[config.mk]
export PLATFORM = sky130hd
export DESIGN_NAME = idli_sqi_mem_m_flat
export DESIGN_NICKNAME = d
export VERILOG_FILES = /design/src/rtl/idli_pkg.sv /design/src/rtl/idli_sqi_mem_m_if.sv /design/src/rtl/idli_sqi_mem_m.sv /design/src/flat_wrapper.sv
export SDC_FILE = /design/constraint.sdc
export NUM_CORES = 1
export LEC_CHECK = 0
export ABC_AREA = 1
export BUFFER_PORTS_ARGS = -buffer_cell sky130_fd_sc_hd__buf_2
export CAP_MARGIN = 20
export CORE_MARGIN = 2
export CORE_UTILIZATION = 45
export CTS_CLUSTER_SIZE = 24
export DETAILED_ROUTE_END_ITERATION = 8
export PLACE_DENSITY = 0.65
export SLEW_MARGIN = 20
export SYNTH_ARGS = -nofsm -noshare
export SYNTH_HDL_FRONTEND = slang
export SYNTH_SLANG_ARGS = --single-unit
[constraint.sdc]
create_clock -name i_mem_gck -period 1.82 [get_ports i_mem_gck]
set_clock_uncertainty 0.2 [all_clocks]
set_input_delay 0.455 -clock i_mem_gck [delete_from_list [all_inputs] [get_ports i_mem_gck]]
set_output_delay 0.455 -clock i_mem_gck [all_outputs]
set_load 0.01 [all_outputs]
[src/rtl/idli_pkg.sv]
// Shared SQI definitions: pin direction mode and instruction opcodes.
// Latency: n/a (types and constants only).
// Backpressure: n/a.
package idli_pkg;

    // Direction of the shared SIO pins as seen from the memory responder.
    typedef enum logic {
        SQI_MODE_IN  = 1'b0,
        SQI_MODE_OUT = 1'b1
    } sqi_mode_t;

    localparam logic [7:0] SQI_INSTR_READ  = 8'h03;
    localparam logic [7:0] SQI_INSTR_WRITE = 8'h02;

endpackage

[src/rtl/idli_sqi_mem_m_if.sv]
// SQI memory responder bus: initiator pins plus the byte-storage port.
// Latency: n/a (wiring only).
// Backpressure: none; the SQI link and storage port are free-running.
//   cs       chip select, high = deselect/abort
//   sio_in   nibble driven by the initiator
//   sio_out  read-data nibble driven back to the initiator
//   mode     SQI_MODE_OUT while the responder drives sio_out
//   addr     byte address to storage
//   rd_data  storage byte at addr (combinational)
//   wr_data  byte to write, wr_en commits it on the next rising edge
interface idli_sqi_mem_m_if;
    import idli_pkg::*;

    logic       cs;
    logic [3:0] sio_in;
    logic [3:0] sio_out;
    sqi_mode_t  mode;
    logic [15:0] addr;
    logic [7:0] rd_data;
    logic [7:0] wr_data;
    logic       wr_en;

    // Initiator plus storage side.
    modport master (
        output cs, sio_in, rd_data,
        input  sio_out, mode, addr, wr_data, wr_en
    );

    // Memory responder side.
    modport slave (
        input  cs, sio_in, rd_data,
        output sio_out, mode, addr, wr_data, wr_en
    );

endinterface

[src/rtl/idli_sqi_mem_m.sv]
// SQI memory responder: decodes READ/WRITE instruction, 16b address, serves byte storage.
// Latency: read nibble valid before the first DATA edge; write strobe on the second nibble's edge.
// Backpressure: none; CS high aborts at any edge and returns to instruction fetch.
//   i_mem_gck    SQI SCK, inputs sampled on its rising edge
//   i_mem_rst_n  asynchronous active-low reset
//   mem          idli_sqi_mem_m_if.slave (SIO pins, mode, storage port)
module idli_sqi_mem_m
    import idli_pkg::*;
#(
    parameter int DUMMY_NIBBLES = 2   // 0..4 edges between address and read data
) (
    input  logic            i_mem_gck,
    input  logic            i_mem_rst_n,
    idli_sqi_mem_m_if.slave mem
);

    typedef enum logic [2:0] {
        ST_INSTR,
        ST_ADDR,
        ST_DUMMY,
        ST_DATA,
        ST_IGNORE
    } state_t;

    // nib_q is shared by every phase, so the dummy phase count must fit in it.
    localparam logic [1:0] DUMMY_LAST = 2'(DUMMY_NIBBLES - 1);

    state_t      state_q, state_d;
    logic [1:0]  nib_q, nib_d;
    logic [15:0] addr_q, addr_d;
    logic [7:0]  instr_q, instr_d;
    logic [3:0]  hi_q, hi_d;
    logic [7:0]  instr_shift;

    assign instr_shift = {instr_q[3:0], mem.sio_in};

    // State register.
    always_ff @(posedge i_mem_gck or negedge i_mem_rst_n) begin
        if (!i_mem_rst_n) begin
            state_q <= ST_INSTR;
            nib_q   <= 2'd0;
            addr_q  <= 16'h0000;
            instr_q <= 8'h00;
            hi_q    <= 4'h0;
        end else begin
            state_q <= state_d;
            nib_q   <= nib_d;
            addr_q  <= addr_d;
            instr_q <= instr_d;
            hi_q    <= hi_d;
        end
    end

    // Next-state logic.
    always_comb begin
        state_d = state_q;
        nib_d   = nib_q;
        addr_d  = addr_q;
        instr_d = instr_q;
        hi_d    = hi_q;

        if (mem.cs) begin
            state_d = ST_INSTR;
            nib_d   = 2'd0;
        end else begin
            unique case (state_q)
                ST_INSTR: begin
                    instr_d = instr_shift;
                    nib_d   = nib_q + 2'd1;
                    if (nib_q[0]) begin
                        nib_d   = 2'd0;
                        state_d = (instr_shift == SQI_INSTR_READ ||
                                   instr_shift == SQI_INSTR_WRITE) ? ST_ADDR : ST_IGNORE;
                    end
                end
                ST_ADDR: begin
                    addr_d = {addr_q[11:0], mem.sio_in};
                    nib_d  = nib_q + 2'd1;
                    if (nib_q == 2'd3) begin
                        nib_d = 2'd0;
                        if (instr_q == SQI_INSTR_READ && DUMMY_NIBBLES != 0)
                            state_d = ST_DUMMY;
                        else
                            state_d = ST_DATA;
                    end
                end
                ST_DUMMY: begin
                    nib_d = nib_q + 2'd1;
                    if (nib_q == DUMMY_LAST) begin
                        nib_d   = 2'd0;
                        state_d = ST_DATA;
                    end
                end
                ST_DATA: begin
                    // Bit 0 alone tracks high/low nibble of the current byte.
                    nib_d = {1'b0, ~nib_q[0]};
                    if (!nib_q[0])
                        hi_d = mem.sio_in;
                    else
                        addr_d = addr_q + 16'd1;
                end
                ST_IGNORE: begin
                end
                default: begin
                    state_d = ST_INSTR;
                    nib_d   = 2'd0;
                end
            endcase
        end
    end

    // Outputs: a pure function of state plus the same-edge inputs.
    always_comb begin
        mem.sio_out = 4'h0;
        mem.mode    = SQI_MODE_IN;
        mem.wr_en   = 1'b0;
        mem.wr_data = 8'h00;

        if (state_q == ST_DATA) begin
            if (instr_q == SQI_INSTR_READ) begin
                mem.mode    = SQI_MODE_OUT;
                mem.sio_out = nib_q[0] ? mem.rd_data[3:0] : mem.rd_data[7:4];
            end else if (instr_q == SQI_INSTR_WRITE && nib_q[0] && !mem.cs) begin
                // A CS-high edge aborts, so a half-received byte is never written.
                mem.wr_en   = 1'b1;
                mem.wr_data = {hi_q, mem.sio_in};
            end
        end
    end

    assign mem.addr = addr_q;

endmodule

[src/flat_wrapper.sv]
// flat-port wrapper written by rule: the top's interface ports become plain ports
module idli_sqi_mem_m_flat import idli_pkg::*;
#(
    parameter int DUMMY_NIBBLES = 2                                              
)
  (i_mem_gck, i_mem_rst_n, mem_cs, mem_sio_in, mem_rd_data, mem_sio_out, mem_mode, mem_addr, mem_wr_data, mem_wr_en);
  idli_sqi_mem_m_if mem_i ();
  input  logic i_mem_gck;
  input  logic i_mem_rst_n;
  input wire logic [$bits(mem_i.cs)-1:0] mem_cs;
  input wire logic [$bits(mem_i.sio_in)-1:0] mem_sio_in;
  input wire logic [$bits(mem_i.rd_data)-1:0] mem_rd_data;
  output wire logic [$bits(mem_i.sio_out)-1:0] mem_sio_out;
  output wire logic [$bits(mem_i.mode)-1:0] mem_mode;
  output wire logic [$bits(mem_i.addr)-1:0] mem_addr;
  output wire logic [$bits(mem_i.wr_data)-1:0] mem_wr_data;
  output wire logic [$bits(mem_i.wr_en)-1:0] mem_wr_en;
  assign mem_i.cs = mem_cs;
  assign mem_i.sio_in = mem_sio_in;
  assign mem_i.rd_data = mem_rd_data;
  assign mem_sio_out = mem_i.sio_out;
  assign mem_mode = mem_i.mode;
  assign mem_addr = mem_i.addr;
  assign mem_wr_data = mem_i.wr_data;
  assign mem_wr_en = mem_i.wr_en;
  idli_sqi_mem_m #(.DUMMY_NIBBLES(DUMMY_NIBBLES)) u_core (.i_mem_gck(i_mem_gck), .i_mem_rst_n(i_mem_rst_n), .mem(mem_i));
endmodule
==> Yosys cells after proc, flatten, opt, wreduce, memory -nomap -nowiden <==
Index checks and enable logic that the tools add are counted.
W data, S select, Z words.
{ "word_totals": {"reg_bits": 33, "word_cells": 61, "inputBits": 15} }
{ "classes": {"n_mux": 25, "n_bitwise": 2, "n_reduce_logical": 11, "add_sub_neg": 2, "eq_ne": 16} }
{ "ops": {"columns": ["operator", "count"], "rows": [
  ["$eq A8 B2 Y1 const B", 4],
  ["$pmux W16 S2", 1],
  ["$mux W8", 3],
  ["$add A16 B1 Y16 const B", 1],
  ["$mux W16", 1],
  ["$mux W3", 5],
  ["$mux W4", 3],
  ["$pmux W3 S4", 1],
  ["$pmux W2 S5", 1],
  ["$ne A3 B2 Y1 const B", 3],
  ["$mux W2", 4],
  ["$eq A3 B2 Y1 const B", 2],
  ["$mux W1", 6],
  ["$reduce_and A3 Y1", 2],
  ["$ne A2 B1 Y1 const B", 2],
  ["$reduce_and A4 Y1", 1],
  ["$eq A3 B1 Y1 const B", 1],
  ["$eq A3 B3 Y1 const B", 1],
  ["$logic_not A3 Y1", 1],
  ["$add A2 B1 Y2 const B", 1],
  ["$eq A2 B1 Y1 const B", 1],
  ["$eq A2 B2 Y1 const B", 1],
  ["$logic_and A1 B1 Y1", 2],
  ["$ne A2 B2 Y1 const B", 1],
  ["other kinds (6)", 7]
]} }

==> Longest topological paths before layout <==
Gate-level depths: netlist (run 1).
{ "depth": {"depth_word": 6, "ltp_mapped": 10, "ltp_nobuf": 9} }

==> Least setup slack after synthesis (run 1) <==
OpenSTA, ideal clock, no wires.
{ "synth_path": {"path_kind": "flip-flop to output port", "from": "reg u_core.state_q[1]", "to": "out mem_sio_out[0]", "path_stages_with_launch": 8, "arrival_ps": 1166, "setup_slack_ps": -1, "n_path_buf": 1, "cell_sequence": "dfrtp_1 > buf_4 > nand2_2 > nor2_4 > inv_2 > nor2_2 > nand2_1 > a21oi_1"} }
{ "synth_between": {"elab_chain_len": 2} }
{ "synth_lines": {"columns": ["item", "line_no", "text"], "rows": [
  ["start: declaration", "idli_sqi_mem_m.sv:28", "state_t state_q, state_d;"],
  ["start signal: assignment", "idli_sqi_mem_m.sv:46", "state_q <= state_d;"],
  ["$eq A3 B2 Y1", "idli_sqi_mem_m.sv:119", "if (state_q == ST_DATA) begin"],
  ["$mux W4", "idli_sqi_mem_m.sv:119", null],
  ["end: declaration", "flat_wrapper.sv:13", "output wire logic [$bits(mem_i.sio_out)-1:0] mem_sio_out;"]
]} }
No other way between the ends.

==> Worst setup path after layout (run 1) <==
{ "layout_path": {"from": "reg u_core.instr_q[5]", "to": "out mem_sio_out[2]"} }
{ "layout_between": {"elab_chain_len": 3} }
{ "layout_lines": {"columns": ["item", "line_no", "text"], "rows": [
  ["start: declaration", "idli_sqi_mem_m.sv:31", "logic [7:0] instr_q, instr_d;"],
  ["start signal: assignment", "idli_sqi_mem_m.sv:49", "instr_q <= instr_d;"],
  ["$eq A8 B2 Y1", "idli_sqi_mem_m.sv:120", "if (instr_q == SQI_INSTR_READ) begin"],
  ["$mux W4", "idli_sqi_mem_m.sv:120", null],
  ["$mux W4", "idli_sqi_mem_m.sv:119", null]
]} }
No other way between the ends.

==> results of run 1 <==
-- what timing repair did --
| item | 4_1_cts | 5_1_grt |
|---|---|---|
| hold endpoints to repair | 33 | 0 |
| cloned | 1 | 0 |
| endpoints found under the setup margin | 14 | 18 |
| pin swaps | 4 | 9 |
| hold buffers | 1 | 0 |
| buffers inserted | 1 | 3 |
| resized for setup | 10 | 12 |
-- cells in the final DEF (no fill, tap or decap), types with 2 or more instances in the layout --
cell type and count:
nand2_1 96, buf_2 44, inv_1 39, dfrtp_1 32, nor2_1 30, o21ai_0 29
nand3_1 27, buf_4 20, a21oi_1 13, nand4_1 7, clkbuf_8 6, inv_2 5
nor2_2 5, nor2_4 4, a21oi_2 4, ha_1 4, nand2_4 3, o21ai_1 3
nand2_2 2, a31oi_1 2, nor3_1 2
-- layout make-up --
cell class	instances	area share, %
well taps	54	2.43
inverters	46	6.34
clock inverters	2	1.35
multi-input cells	239	42.8
flip-flops and latches	33	29.7
clock buffers	6	2.97
repair buffers	66	14.4
-- worst min-delay path, delay by kind of cell --
family / cells / cell delay (ns)
buffers and inverters: 1 / 0.09
AOI/OAI and AO/OA: 1 / 0.06
and+or+nand+nor: 1 / 0.05
-- routing by layer --
layer	GRT usage (%)	wire, um	vias up
met1	27.2	2380	1039
met3	4.25	203	6
met2	38.5	2690	54
met4	7.47	72	0
met5	0	0	-
li1	-	-	1169
-- report_power, final --
part	internal [mW]	switching, mW
clock	0.445	0.295
sequential	0.993	0.271
combinational	0.577	0.887
-- sequential cells by signal, indices dropped and copies added, names as in the netlist --
register and cells:
u_core.hi_q 4, u_core.instr_q 8, u_core.mem.addr 16, u_core.nib_q 2, u_core.state_q 3
-- cell families after synthesis --
logic type / Yosys count / share of synthesized area (%)
AND/OR/NAND/NOR: 179 / 35.1
AO/OA/AOI/OAI: 54 / 13.5
buffers and inverters: 53 / 10.9
flip-flops: 33 / 37.8
adder cells (fa/ha/maj): 4 / 2.29
XOR/XNOR: 1 / 0.401
-- worst min path at each step --
| stage | startpoint | endpoint | depth (start not counted) |
|---|---|---|---|
| after global routing | mem_sio_in[3] | u_core.instr_q[3] | 3 |
| after global placement | i_mem_rst_n | u_core.mem.addr[2] | 2 |
| after detailed placement | i_mem_rst_n | u_core.mem.addr[4] | 2 |
| final | mem_sio_in[0] | u_core.instr_q[0] | 3 |
| after CTS | mem_sio_in[0] | u_core.instr_q[0] | 3 |
| after floorplan | i_mem_rst_n | u_core.hi_q[0] | 0 |
-- per-stage QoR --
stage / std cells / util [%] / hold WS, ns / total power, mW
final: 446 / 59.3 / 0.206 / 3.47
after floorplan: 324 / - / -0.0406 / 2.09
after CTS: 443 / 58.1 / 0.202 / 3.43
after global placement: 432 / 54.3 / 0.231 / 2.60
after detailed placement: 432 / 54.3 / 0.228 / 2.63
after global routing: 446 / 59.3 / 0.242 / 3.77
==> impl_metrics.toml, run 1 <==
[outcome]
status = "finished with violations"
violations = "negative setup slack"

[setup_path]
critPathBufInv = 1
critical_path_arrival_ns = 1.45
cp-start-kind = "flop"
worstSetupEndpointType = "output pin"
slowest_stage = "dfrtp_1"
max_stage_delay_ns = 0.38
cp_top_family = "simple AND/OR/NAND/NOR gates"
crit_fanout = 5
reg2reg_depth = 7
startpoint = "u_core.instr_q[5]"
cp-endpoint = "mem_sio_out[2]"
reg2reg_to = "u_core.mem.addr[11]"
path_depth = 6
path_cells = "nor2_1 -> nand2_1 -> nor2_4 -> nand2_4 -> a21oi_2 -> buf_2"
regToRegStartpoint = "u_core.nib_q[0]"
cp.required_ns = 1.16
r2r_setup_slack_ns = 0.10
critPathKind = "reg -> out"

[routing]
wire_per_inst_um = 12.0
first_iter_violations = 176
drt-pass1-iter-count = 4
vias = 2268
drc = 0
routed_wl_um = 5350
drtAntennaViolNets = 0
viasPerCell = 5.09

[synthesis]
ys_types = 26
synth.avg_cell_area_um2 = 6.74
ys_async_sr_fraction_pct = 100
yosys-top-cells-count = "nand2_1 (98), inv_1 (41), nor2_1 (34)"
yosysTopAreaCell = "dfrtp_1"
ys_ff_latch = 33
synth_nets = 343
yosysWarnings = 0
synthFlopType = "dfrtp_1"
ys_top_cells_by_area = "dfrtp_1 (38%), nand2_1 (17%), inv_1 (7.0%), o21ai_0 (6.6%), nand3_1 (6.4%)"
yosysMostFrequentCell = "nand2_1"
netlist_instances = 324
netlist_area_um2 = 2180
synth_top_area_share_pct = 37.8
synth_edf_count = 0
synth_seq_area_share_pct = 37.8

[power]
powerDensity_nw_per_um2 = 1250
p_leak_nw = 1.41
ir_worst_vdd_mv = 0.754

[timing]
fin_crit_sh_pct = 116
worst_slack_ns = -0.289
slew_viol_final = 0
finalWorstPathRequiredPeriod_ns = 2.11
worstMarginPinSlew_ns = 0.365
setup_tns_ns = -3.70
maxSlewHeadroom_pct = 75.6
max_freq_mhz = 474
hold_viol = 0
setup_viol = 14
rsz0062_at_grt = "yes"

[final_layout]
fin_area_um2 = 2780
area_delta_synth_final_pct = 27.4
fillers = 461
antenna_cells = 0
regArea_um2 = 827
multi_input_area_um2 = 1190
final_nets = 410
drive_gt1_share_pct = 26.3

[global_routing]
grt-ovfl-total = 0
antenna_found_initial = 0
grt_pass1_wl_um = 9310
grt_pass1_vias = 2147
grtUsageTotal_pct = 22.1
grt_max_degree = 34

[placed_design]
portBuffers = 44
routabilityCongestion = 0.847
placed_area_um2 = 2550
hpwl_um = 3860
pre_cts_ws_ns = -0.0870

[die]
die-area_um2 = 5430
ios = 45
core_um2 = 4690
row_count = 25
initial_core_util_pct = 46.6
die_w_um = 73.7
die_h_um = 73.7

[clock_network]
root_buffer = "clkbuf_8"
numCtsBuffers = 5
insertion_delay_ns = 0.29
h-tree-depth = 2
cts_tree = "yes"
path_clk_slew_ns = 0.07
cts_buffer_depth = 2
clock-sinks = 33

[flow_run]
max-cap-violations = 0

[min_path]
hold_path_class = "in -> reg"
(Power assumes the default switching activity.)
==> inputs of run 2 (changes only) <==
- ABC_AREA: 1 -> unset
- clock period: 1.82 -> 2.7 ns (I/O delays scaled with it)
==> impl_metrics.toml, run 2 <==
[outcome]
status = "finished, final reports clean"

[die]
die-area_um2 = 5170
die_w_um = 71.9
core_um2 = 4410
die_h_um = 71.9
row_count = 24
initial_core_util_pct = 47.1
ios = 45

[power]
p_leak_nw = 1.14
ir_worst_vdd_mv = 0.266
powerDensity_nw_per_um2 = 507

[routing]
routed_wl_um = 4860
drc = 0
drt-pass1-iter-count = 4
wire_per_inst_um = 15.6
drtAntennaViolNets = 0
viasPerCell = 5.87
first_iter_violations = 83
vias = 1830

[setup_path]
regToRegStartpoint = "u_core.nib_q[0]"
cp-start-kind = "flop"
slowest_stage = "dfrtp_1"
cp_top_family = "simple AND/OR/NAND/NOR gates"
critPathBufInv = 1
worstSetupEndpointType = "output pin"
startpoint = "u_core.instr_q[5]"
path_cells = "nor4_1 -> and3_1 -> and4b_2 -> and2_1 -> buf_2"
max_stage_delay_ns = 0.38
r2r_setup_slack_ns = 0.51
crit_fanout = 5
critPathKind = "reg -> out"
critical_path_arrival_ns = 1.72
cp.required_ns = 1.82
reg2reg_to = "u_core.mem.addr[13]"
reg2reg_depth = 4

[clock_network]
insertion_delay_ns = 0.29
path_clk_slew_ns = 0.07
hold_buffers = 0
cts_tree = "yes"
numCtsBuffers = 5
h-tree-depth = 2
cts_buffer_depth = 2
root_buffer = "clkbuf_8"
clock-sinks = 33

[synthesis]
ys_top_cells_by_area = "dfrtp_1 (40%), mux2_2 (6.0%), a21oi_1 (3.6%), a2bb2oi_1 (3.0%), and2_1 (2.7%)"
synth_fa_ha_area_share_pct = 2.41
netlist_area_um2 = 2080
yosysMostFrequentCell = "dfrtp_1"
ys_ff_latch = 33
synthMuxAreaShare_pct = 8.43
yosysTopAreaCell = "dfrtp_1"
synth.avg_cell_area_um2 = 9.66
synth_nets = 234
synthFlopType = "dfrtp_1"
synth_compound_area_share_pct = 16.3
synth_seq_area_share_pct = 39.8
netlist_instances = 215
synth-simple-area-share_pct = 25.8
synth_edf_count = 0
ys_types = 58
yosys-top-cells-count = "dfrtp_1 (33), a21oi_1 (15), nor2_1 (14)"
yosysWarnings = 0
ys_async_sr_fraction_pct = 100
synth_top_family_by_area = "simple AND/OR/NAND/NOR gates"
synth_top_area_share_pct = 39.8
yosys.area_share.xor_xnor_pct = 0

[final_layout]
area_delta_synth_final_pct = 16.0
multi_input_area_um2 = 1110
final_nets = 278
fin_area_um2 = 2410
largest_reg_flops = 16
regArea_um2 = 826
fillers = 411
final_common_cell = "buf_2"
layout_common_cells = "buf_2 (44), dfrtp_1 (33), a21oi_1 (15)"
final-instance-count-excl-fill = 312
drive_gt1_share_pct = 30.8
antenna_cells = 0

[min_path]
hold_path_class = "in -> async"

[timing]
setup_viol = 0
maxSlewHeadroom_pct = 50.2
setup_tns_ns = 0
hold_viol = 0
rsz0062_at_grt = "no"
max_freq_mhz = 386
finalWorstPathRequiredPeriod_ns = 2.59
fin_crit_sh_pct = 96.1
worstMarginPinSlew_ns = 0.747
slew_viol_final = 0

[placed_design]
placed_area_um2 = 2290
place_inst = 302
portBuffers = 44
routabilityCongestion = 0.783
hpwl_um = 3300

[global_routing]
grt_max_degree = 34
grt_pass1_wl_um = 8310
antenna_found_initial = 0
grtUsageTotal_pct = 20.4
grt-ovfl-total = 0
grt_pass1_vias = 1755

[flow_run]
max-cap-violations = 0
## run 2: timing repair
action,4_1_cts,5_1_grt
setup endpoints to repair,0,8
resized for setup,0,1
buffers inserted,0,1
## run 2: worst max path at each step
stage	to	slack, ns	depth (start not counted)
after global placement	mem_wr_data[5]	0.38	5
after floorplan	mem_wr_data[0]	0.34	6
final	mem_wr_data[3]	0.11	5
after detailed placement	mem_wr_data[3]	0.32	5
after global routing	mem_wr_data[5]	0.02	5
after CTS	mem_wr_data[3]	0.01	5
## run 2: report_power, final
| part | internal (mW) | total [mW] | switching [mW] |
|---|---|---|---|
| logic | 0.0986 | 0.186 | 0.0870 |
| clock network | 0.230 | 0.414 | 0.184 |
| registers | 0.554 | 0.622 | 0.0686 |
| total | 0.883 | 1.22 | 0.340 |
## run 2: logic make-up after synthesis
kind of cell,after synthesis
multiplexers,16
buffers and inverters,23
AO/OA/AOI/OAI,52
adder cells (fa/ha/maj),4
AND/OR/NAND/NOR,87
flip-flops,33
## run 2: per-stage QoR
stage	utilization [%]	hold WS (ns)	setup slack [ns]	power, mW
after global routing	54.6	0.323	0.0186	1.28
after floorplan	-	0.179	0.336	0.737
after CTS	54.2	0.277	0.0126	1.24
after global placement	51.9	0.278	0.376	0.811
after detailed placement	51.9	0.277	0.322	0.815
final	54.6	0.247	0.106	1.22
## run 2: metal layers
metal,track usage (%),vias to the layer above,wire length (um)
met1,28.9,893,2370
met2,31.2,43,2230
li1,-,889,-
met4,7.97,0,60
met3,3.47,5,191
met5,0,-,0
## run 2: cell type report
| cell class | instances | area share [%] |
|---|---|---|
| repair buffers | 52 | 11.6 |
| clock buffers | 7 | 4.00 |
| multi-input cells | 160 | 46.1 |
| inverters | 7 | 1.09 |
| well taps | 52 | 2.70 |
| clock inverters | 1 | 0.208 |
| flip-flops and latches | 33 | 34.3 |
==> inputs of run 3 (changes only) <==
- CELL_PAD_IN_SITES_DETAIL_PLACEMENT: unset -> 0
- CELL_PAD_IN_SITES_GLOBAL_PLACEMENT: unset -> 2
- CORE_UTILIZATION: 45 -> 36
- PLACE_DENSITY: 0.65 -> 0.82
==> impl_metrics.toml, run 3 (synthesis gave the netlist of run 2 again) <==
[routing]
viasPerCell = 5.54
drc = 0
drt-pass1-iter-count = 4
vias = 1855
routed_wl_um = 5200
drtAntennaViolNets = 0
wire_per_inst_um = 15.5
first_iter_violations = 88

[timing]
hold_viol = 0
maxSlewHeadroom_pct = 49.1
setup_tns_ns = 0
max_freq_mhz = 384
setup_viol = 0
fin_crit_sh_pct = 96.4
slew_viol_final = 0
finalWorstPathRequiredPeriod_ns = 2.60
worstMarginPinSlew_ns = 0.763
worst_slack_ns = 0.0972
rsz0062_at_grt = "yes"

[setup_path]
critPathBufInv = 1
worstSetupEndpointType = "output pin"
crit_fanout = 5
critPathKind = "reg -> out"
cp.required_ns = 1.82
startpoint = "u_core.instr_q[6]"
path_cells = "nor4_2 -> and3_4 -> and4b_2 -> and2_1 -> buf_2"
slowest_stage = "dfrtp_1"
critical_path_arrival_ns = 1.73
cp_top_family = "simple AND/OR/NAND/NOR gates"
cp-start-kind = "flop"
regToRegStartpoint = "u_core.nib_q[0]"
max_stage_delay_ns = 0.39

[final_layout]
largest_reg_flops = 16
layout_common_cells = "buf_2 (43), dfrtp_1 (33), a21oi_1 (15)"
final_nets = 281
drive_gt1_share_pct = 32.7
antenna_cells = 0
area_delta_synth_final_pct = 19.3
final_common_cell = "buf_2"
final-instance-count-excl-fill = 335

[die]
core_um2 = 5540
die-area_um2 = 6390
initial_core_util_pct = 37.5
die_w_um = 80.0
ios = 45
die_h_um = 80.0
row_count = 27

[power]
power_mw = 1.23
p_leak_nw = 1.15
ir_worst_vdd_mv = 0.216
powerDensity_nw_per_um2 = 496

[global_routing]
grt_max_degree = 34
grtUsageTotal_pct = 16.9
grt_pass1_vias = 1735
grt_pass1_wl_um = 8510
grt-ovfl-total = 0
antenna_found_initial = 0

[placed_design]
place_inst = 325
pre_cts_ws_ns = 0.302
routabilityCongestion = 0.750
portBuffers = 44
hpwl_um = 3540

[clock_network]
numCtsBuffers = 5
root_buffer = "clkbuf_8"
h-tree-depth = 2
path_clk_slew_ns = 0.08
insertion_delay_ns = 0.28
cts_buffer_depth = 2
hold_buffers = 0
clock-sinks = 33
cts_tree = "yes"

[flow_run]
max-cap-violations = 0

[min_path]
hold_path_class = "in -> async"

[outcome]
status = "finished, final reports clean"
[run 3: cell types whose count changed in the layout (fill, tap and decap cells not counted), sizes merged]
cell  previous run  this run
buf             52        55
[run 3: final cells by class]
cell class              count  area [um2]
clock buffers               7        96.3
clock inverters             1        5.00
fillers                   588        3060
inverters                   7        26.3
multi-input cells         160        1120
flip-flops and latches     33         826
well taps                  72        90.1
repair buffers             55         309
[run 3: power by group]
part / switching [mW] / leakage [nW] / internal, mW
logic: 0.0935 / 0.672 / 0.104
clock network: 0.183 / 0.0542 / 0.230
registers: 0.0656 / 0.427 / 0.554
[run 3: path summary, 6_finish.rpt]
| path | end | slack [ns] | cells after the start |
|---|---|---|---|
| max in group asynchronous | u_core.mem.addr[14] | 1.55 | 1 |
| min in group i_mem_gck | u_core.hi_q[2] | 0.31 | 1 |
| min reg2reg | u_core.hi_q[2] | 0.31 | 1 |
| min | u_core.mem.addr[5] | 0.26 | 1 |
| max | mem_wr_data[7] | 0.1 | 5 |
| max reg2reg | u_core.mem.addr[13] | 0.56 | 4 |
[run 3: stage by stage]
| stage | hold WS, ns | utilization, % | instance area, um2 |
|---|---|---|---|
| CTS | 0.288 | 44.0 | 2440 |
| finish | 0.258 | 44.7 | 2480 |
| global placement | 0.275 | 42.2 | 2340 |
| floorplan | 0.179 | - | 2080 |
| detailed placement | 0.288 | 42.2 | 2340 |
| global route | 0.320 | 44.7 | 2480 |
[run 3: repair_timing]
item / 4_1_cts / 5_1_grt
pin swaps: 0 / 3
endpoints found under the setup margin: 1 / 8
setup buffers: 0 / 1
gates cloned: 0 / 1
resized for setup: 1 / 5
[run 3: layer usage]
metal | track usage (%) | share of wire (%) | vias up
met3 | 4.07 | 4.2 | 4
met2 | 25.7 | 46 | 50
met5 | 0 | 0 | -
li1 | - | - | 900
met1 | 23.7 | 49 | 901
met4 | 5.25 | 0.79 | 0
